<file path="src/rtl/tanh_pkg.sv">
// Shared constants and types for the tanh datapath: operand format,
// bit-slice code format and the rounding shift between them.
package tanh_pkg;

  localparam int IN_W      = 16;
  localparam int FRAC_W    = 12;
  localparam int CODE_W    = 6;
  localparam int CODE_FRAC = 4;
  localparam int SH        = FRAC_W - CODE_FRAC;

  typedef logic [CODE_W-1:0]      tanh_code_t;
  typedef logic signed [IN_W-1:0] tanh_operand_t;

endpackage

</file>
<file path="src/rtl/tanh_pipe_reg.sv">
// Generic elastic register slice.
// Handshake: a beat moves across an interface on a rising edge where
// valid and ready are both high. valid never depends on ready. The slice
// takes a new beat whenever it is empty or its own beat is leaving, so
// ready_o is combinational from ready_i.
module tanh_pipe_reg #(
  parameter int W = 8
) (
  input  logic         clk,
  input  logic         rst_n,
  input  logic         valid_i,
  output logic         ready_o,
  input  logic [W-1:0] data_i,
  output logic         valid_o,
  input  logic         ready_i,
  output logic [W-1:0] data_o
);

  logic         valid_q, valid_d;
  logic [W-1:0] data_q, data_d;

  assign ready_o = !valid_q || ready_i;
  assign valid_o = valid_q;
  assign data_o  = data_q;

  // Load a new beat when advancing; payload only changes when a beat arrives.
  always_comb begin
    valid_d = valid_q;
    data_d  = data_q;
    if (ready_o) begin
      valid_d = valid_i;
      if (valid_i) data_d = data_i;
    end
  end

  // Slice state; payload clears to zero so outputs read zero after reset.
  always_ff @(posedge clk or negedge rst_n) begin
    if (!rst_n) begin
      valid_q <= 1'b0;
      data_q  <= '0;
    end else begin
      valid_q <= valid_d;
      data_q  <= data_d;
    end
  end

endmodule

</file>
<file path="src/rtl/tanh_operand_quantizer.sv">
// Operand front-end for the tanh bit slices: splits a signed fixed-point
// operand into sign and magnitude (S1), then rounds half-up and saturates
// the magnitude to the 6-bit slice code (S2). Counts saturated transfers.
module tanh_operand_quantizer #(
  parameter int IN_W      = tanh_pkg::IN_W,
  parameter int FRAC_W    = tanh_pkg::FRAC_W,
  parameter int CODE_W    = tanh_pkg::CODE_W,
  parameter int CODE_FRAC = tanh_pkg::CODE_FRAC
) (
  input  logic              clk,
  input  logic              rst_n,
  input  logic              in_valid,
  output logic              in_ready,
  input  logic [IN_W-1:0]   in_data,
  output logic              out_valid,
  input  logic              out_ready,
  output logic [CODE_W-1:0] out_code,
  output logic              out_sign,
  output logic              out_sat,
  input  logic              sat_clr,
  output logic [15:0]       sat_count
);

  localparam int SH  = FRAC_W - CODE_FRAC;
  // Width of the rounded magnitude: the (IN_W+1)-bit sum shifted down by SH.
  localparam int R_W = IN_W + 1 - SH;
  localparam logic [R_W-1:0]  R_MAX = R_W'((2 ** CODE_W) - 1);
  localparam logic [IN_W:0]   HALF  = (IN_W + 1)'(1) << (SH - 1);
  localparam int S2_W = CODE_W + 2;

  // S1 input: magnitude is IN_W bits wide so the most negative operand
  // maps to 2^(IN_W-1) without wrapping.
  logic              in_sign;
  logic [IN_W-1:0]   in_mag;
  assign in_sign = in_data[IN_W-1];
  assign in_mag  = in_sign ? (~in_data + 1'b1) : in_data;

  logic              s1_valid, s2_in_ready;
  logic [IN_W:0]     s1_data;

  tanh_pipe_reg #(.W(IN_W + 1)) u_s1 (
    .clk     (clk),
    .rst_n   (rst_n),
    .valid_i (in_valid),
    .ready_o (in_ready),
    .data_i  ({in_sign, in_mag}),
    .valid_o (s1_valid),
    .ready_i (s2_in_ready),
    .data_o  (s1_data)
  );

  // S2 input: round half-up, saturate, suppress negative zero.
  logic              s1_sign;
  logic [IN_W-1:0]   s1_mag;
  logic [IN_W:0]     sum;
  logic [R_W-1:0]    r;
  logic              rnd_sat;
  logic [CODE_W-1:0] rnd_code;
  logic              rnd_sign;

  assign s1_sign  = s1_data[IN_W];
  assign s1_mag   = s1_data[IN_W-1:0];
  assign sum      = {1'b0, s1_mag} + HALF;
  assign r        = R_W'(sum >> SH);
  assign rnd_sat  = r > R_MAX;
  assign rnd_code = rnd_sat ? '1 : r[CODE_W-1:0];
  assign rnd_sign = s1_sign && (rnd_code != '0);

  logic [S2_W-1:0]   s2_data;

  tanh_pipe_reg #(.W(S2_W)) u_s2 (
    .clk     (clk),
    .rst_n   (rst_n),
    .valid_i (s1_valid),
    .ready_o (s2_in_ready),
    .data_i  ({rnd_sign, rnd_code, rnd_sat}),
    .valid_o (out_valid),
    .ready_i (out_ready),
    .data_o  (s2_data)
  );

  assign out_sign = s2_data[S2_W-1];
  assign out_code = s2_data[CODE_W:1];
  assign out_sat  = s2_data[0];

  // Saturation counter: clear wins over increment, holds at all-ones.
  logic [15:0] sat_count_q, sat_count_d;

  always_comb begin
    sat_count_d = sat_count_q;
    if (sat_clr) begin
      sat_count_d = '0;
    end else if (out_valid && out_ready && out_sat && (sat_count_q != 16'hFFFF)) begin
      sat_count_d = sat_count_q + 16'd1;
    end
  end

  // Counter register.
  always_ff @(posedge clk or negedge rst_n) begin
    if (!rst_n) sat_count_q <= '0;
    else        sat_count_q <= sat_count_d;
  end

  assign sat_count = sat_count_q;

endmodule

</file>
<file path="config.mk">
export PLATFORM = sky130hd
export DESIGN_NAME = tanh_operand_quantizer
export DESIGN_NICKNAME = d
export VERILOG_FILES = /design/src/rtl/tanh_pkg.sv /design/src/rtl/tanh_pipe_reg.sv /design/src/rtl/tanh_operand_quantizer.sv
export SDC_FILE = /design/constraint.sdc
export NUM_CORES = 1
export LEC_CHECK = 0
export CAP_MARGIN = 40
export CORE_MARGIN = 1
export CORE_UTILIZATION = 53
export CTS_CLUSTER_SIZE = 24
export DETAILED_ROUTE_END_ITERATION = 7
export GPL_TIMING_DRIVEN = 0
export PLACE_DENSITY = 0.8
export SLEW_MARGIN = 20
export SYNTH_ARGS = -nofsm -noshare
export SYNTH_HDL_FRONTEND = slang
export SYNTH_HIERARCHICAL = 1
export SYNTH_SLANG_ARGS = --single-unit
</file>
<file path="constraint.sdc">
create_clock -name clk -period 2.51 [get_ports clk]
set_clock_uncertainty 0.05 [all_clocks]
set_input_delay 0.502 -clock clk [delete_from_list [all_inputs] [get_ports clk]]
set_output_delay 0.502 -clock clk [all_outputs]
set_load 0.01 [all_outputs]
</file>
After elaboration in Yosys (flattened, before gate mapping)
Index checks and enable logic that the tools add are counted.
W data, S select, Z words.
{"block": "word_totals", "rom_bits": 0, "n_memories": 0, "ram_bits": 0, "inputBits": 21, "register_bits": 43, "output_inout_bits": 26, "elab_cells": 27, "latchBits": 0}
{"block": "classes", "mux": 4, "n_lt_le_gt_ge": 1, "n_mul": 0, "div_mod_pow": 0, "reduce_logical": 12, "addsub": 3, "shift": 0, "bitwise": 1, "n_eq_ne": 1}
{"op": "$mux W16", "count": 3}
{"op": "$add A16 B1 Y16 const B", "count": 2}
{"op": "$add A16 B8 Y17 const B", "count": 1}
{"op": "$ne A16 B16 Y1 const B", "count": 1}
{"op": "$not A16 Y16", "count": 1}
{"op": "$gt A9 B6 Y1 const B", "count": 1}
{"op": "$mux W6", "count": 1}
{"op": "$reduce_bool A6 Y1", "count": 1}
{"op": "$logic_and A1 B1 Y1", "count": 4}
{"op": "$reduce_and A2 Y1", "count": 2}
{"op": "$logic_not A1 Y1", "count": 2}
{"op": "$logic_or A1 B1 Y1", "count": 2}
{"op": "$reduce_bool A2 Y1", "count": 1}

Longest topological paths before layout
Gate-level depths: netlist of the first run.
{"block": "depth", "word_depth": 5, "depth_mapped": 6, "mapped_depth_nobuf": 6}

By module
Netlist of the first run, hierarchy kept.
{"module": "tanh_operand_quantizer", "cells_each": 185, "area_each_um2": 1547.7, "instances": 1, "seq_area_each_um2": 400.4}
{"module": "tanh_pipe_reg at u_s1", "cells_each": 39, "area_each_um2": 732.0, "instances": 1, "seq_area_each_um2": 450.4}
{"module": "tanh_pipe_reg at u_s2", "cells_each": 20, "area_each_um2": 385.4, "instances": 1, "seq_area_each_um2": 225.2}

Least setup slack after synthesis of the first run
No wires, ideal clock.
{"block": "synth_path", "kind": "input -> register", "start": "in in_data[10]", "end": "reg u_s1.data_q[14] (netlist: u_s1/data_o[14])", "t_required_ns": 2.335, "t_arrival_ns": 1.822, "path_slack_ns": 0.514, "cell_stages": 5, "setup_ns": 0.125, "n_path_buf": 0, "cell_sequence": "or4_4 -> or3_1 -> o21ai_1 -> xnor2_1 -> mux2_2"}
{"block": "synth_via", "elab_chain_cells": 3}
{"item": "start: declaration", "line": "tanh_operand_quantizer.sv:14", "text": "input logic [IN_W-1:0] in_data,"}
{"item": "$not A16 Y16", "line": "tanh_operand_quantizer.sv:36", "text": "assign in_mag = in_sign ? (~in_data + 1'b1) : in_data;"}
{"item": "$add A16 B1 Y16", "line": "tanh_operand_quantizer.sv:36"}
{"item": "$mux W16", "line": "tanh_operand_quantizer.sv:36"}
{"item": "named net in_mag[14]", "line": "tanh_operand_quantizer.sv:34", "text": "logic [IN_W-1:0] in_mag;"}
{"item": "end signal: assignment", "line": "tanh_pipe_reg.sv:43", "text": "data_q <= data_d;"}
{"item": "end: declaration", "line": "tanh_pipe_reg.sv:20", "text": "logic [W-1:0] data_q, data_d;"}
The timed path passes the listed nets, and every way through them passes these cells.
A chain may end at the register's enable or synchronous reset.

Final worst setup path of the first run
{"block": "layout_path", "start": "in out_ready", "end": "out in_ready"}
{"block": "layout_via", "elab_chain_cells": 2}
{"item": "start: declaration", "line": "tanh_operand_quantizer.sv:16", "text": "input logic out_ready,"}
{"item": "$logic_or A1 B1 Y1", "line": "tanh_pipe_reg.sv:22", "text": "assign ready_o = !valid_q || ready_i;"}
{"item": "named net s2_in_ready", "line": "tanh_operand_quantizer.sv:38", "text": "logic s1_valid, s2_in_ready;"}
{"item": "$logic_or A1 B1 Y1", "line": "tanh_pipe_reg.sv:22"}
{"item": "end: declaration", "line": "tanh_operand_quantizer.sv:13", "text": "output logic in_ready,"}
The timed path passes the listed nets, and every way through them passes these cells.

==> out/results.ini, run 1 <==
[pwr]
clkPwrFrac_pct=25.7
pwr-share-comb_pct=28.9
p_leak_nw=1.19
seqPwrFrac_pct=45.3
irDropWorstVdd_mv=0.283
p_int_mw=1.17
p_sw_uw=463
sw_frac_of_total_pct=28.3
power_density_nw_per_um2=557

[logic_synthesis]
ys_warn_count=6
syn-num-nets=240
avgSynthCellArea_um2=10.7
syn_inst=216
syn-cell-area_um2=2310

[detailed_routing]
ant_nets=0
num_vias=1895
vias_per_cell=5.90
drtIter0Drc=108
drc_errors=0
dr.pass1.iters=4
wire_per_inst_um=14.6
wirelength_mm=4.68

[place]
dp.cells=313
io_buffers=46
place.gp.congestion=0.851
post-dp-hpwl_mm=3.58

[clock_network]
cts_tree=yes
cts.clk_slew.worst_paths_ns=0.07
clk-insertion-delay-late_ns=0.29
ctsResizeCount=0
cts_inserted_buffers=5
clkSinkCount=36
cts_root_buf=clkbuf_8
clock_path_buffers=2
holdBufCountCts=0
cts_setup_buffers=0
ctsHtreeMaxLevel=2

[sta]
worst_pin_slew_ns=0.510
hold_viol=0
fin_setup_tns_ns=0
finalMaxSlewViolations=0
rsz0062_at_grt=false
fmax_mhz=405
fin_crit_ns=2.47
finalSetupViolations=0
worst_slew_margin_rel_pct=66.0
finalCritPeriodShare_pct=98.3

[die]
num_io_pins=47
die_x_um=68.0
coreArea_um2=4090
initial_core_util_pct=56.5
row_count=23
dieArea_um2=4620
die_y_um=68.0

[setup_path]
crit_fanout=4
arrival_ns=1.92
worst_r2r_path_depth=6
critPathCaptureType=output port
cp_data_required_time_ns=1.96
critPathLaunchType=input pin
slowest_stage=clkdlybuf4s50_1
cp_slowest_stage_delay_ns=0.54
rrSetupSlack_ns=0.47
r2r_start=u_s1/data_o[7]$_DFFE_PN0P_
cp_cell_sequence=clkdlybuf4s50_1 > nand2b_4 > nand2b_4 > clkdlybuf4s50_1
startpoint=out_ready
timing.rr.end=u_s2/data_o[1]$_DFFE_PN0P_
critPathKind=input pin to output port

[final_layout]
seqCellArea_um2=901
fillers=325
final_common_cell=clkdlybuf4s50_1
syn2layout_area_growth_pct=27.2
n_antenna_cell=0
most-common-layout-cells=clkdlybuf4s50_1 (45), dfrtp_1 (36), mux2_4 (14)
multi_input_area_um2=1350
drive_gt1_share_pct=18.8
layout.nets=294
fin_cells=321

[global_routing]
grt_pass1_vias=1668
grt-ovfl-total=0
grt_pass1_wl_mm=7.62
antenna_found_initial=0
grt_max_degree=28
grt_use_total_pct=22.4

[flow_run]
drv_cap=0

[outcome]
outcome=finished clean

[hold_path]
hold_path.class=input pin to async pin

==> cell type report <==
cell class | instances | share of cell area (%)
multi-input combinational | 168 | 45.8
sequential | 36 | 30.7
clock buffer | 8 | 3.07
timing repair buffer | 47 | 16.2
inverter | 7 | 0.895
buffer | 5 | 1.19
tap | 50 | 2.13
==> flip-flops by register name (all words and copies together), names as in the netlist <==
register      cells
sat_count        16
u_s1/data_o      10
u_s2/data_o       8
u_s1/valid_o      1
u_s2/valid_o      1
==> critical path: cells and delay by family <==
kind	cells	cell delay, ns
buf+inv	2	1.06
simple gates	2	0.35
==> how the worst max path moves through the flow <==
stage	to	slack (ns)
finish	in_ready	0.04
global route	in_ready	0.008
CTS	in_ready	0.04
detailed placement	u_s1/data_o[14]$_DFFE_PN0P_	-0.04
global placement	u_s1/data_o[14]$_DFFE_PN0P_	-0.02
floorplan	u_s1/data_o[14]$_DFFE_PN0P_	0.51
==> layer usage <==
layer	share of wire [%]	GRT usage [%]	wire, µm	vias to the layer above
met3	4.6	4.50	213	7
li1	-	-	-	919
met4	1.7	9.38	78	0
met1	49	30.0	2290	908
met5	0	0	0	-
met2	45	34.9	2100	61
==> metrics by stage <==
step	util, %	worst slack, ns	hold slack (ns)	power [mW]	cell area, µm²
final	71.8	0.0419	0.0278	1.63	2940
after global routing	71.8	0.00802	0.0318	1.73	2940
after CTS	71.8	0.0372	0.0251	1.65	2940
after detailed placement	69.6	-0.0385	0.341	1.23	2850
after global placement	69.3	-0.0219	0.446	1.21	2830
after floorplan	-	0.514	0.156	1.02	2310
==> power by group through the flow <==
stage	Sequential, mW	Combinational, mW	Clock [mW]
after floorplan	0.756	0.264	0
after global placement	0.749	0.462	0
after detailed placement	0.752	0.475	0
after CTS	0.741	0.477	0.433
after global routing	0.753	0.519	0.459
final	0.741	0.473	0.421
(Power assumes the default switching activity.)
==> run 2, diff against run 1 <==
--- a/config.mk
+++ b/config.mk
@@ -5,6 +5,7 @@
 export SDC_FILE = /design/constraint.sdc
 export NUM_CORES = 1
 export LEC_CHECK = 0
+export ABC_CLOCK_PERIOD_IN_PS = 2510
 export CAP_MARGIN = 40
 export CORE_MARGIN = 1
 export CORE_UTILIZATION = 53
@@ -17,3 +18,4 @@
 export SYNTH_HDL_FRONTEND = slang
 export SYNTH_HIERARCHICAL = 1
 export SYNTH_SLANG_ARGS = --single-unit
+export TNS_END_PERCENT = 30
==> results of run 2 <==
The final DEF is identical to that of run 1; final timing and power are the same.
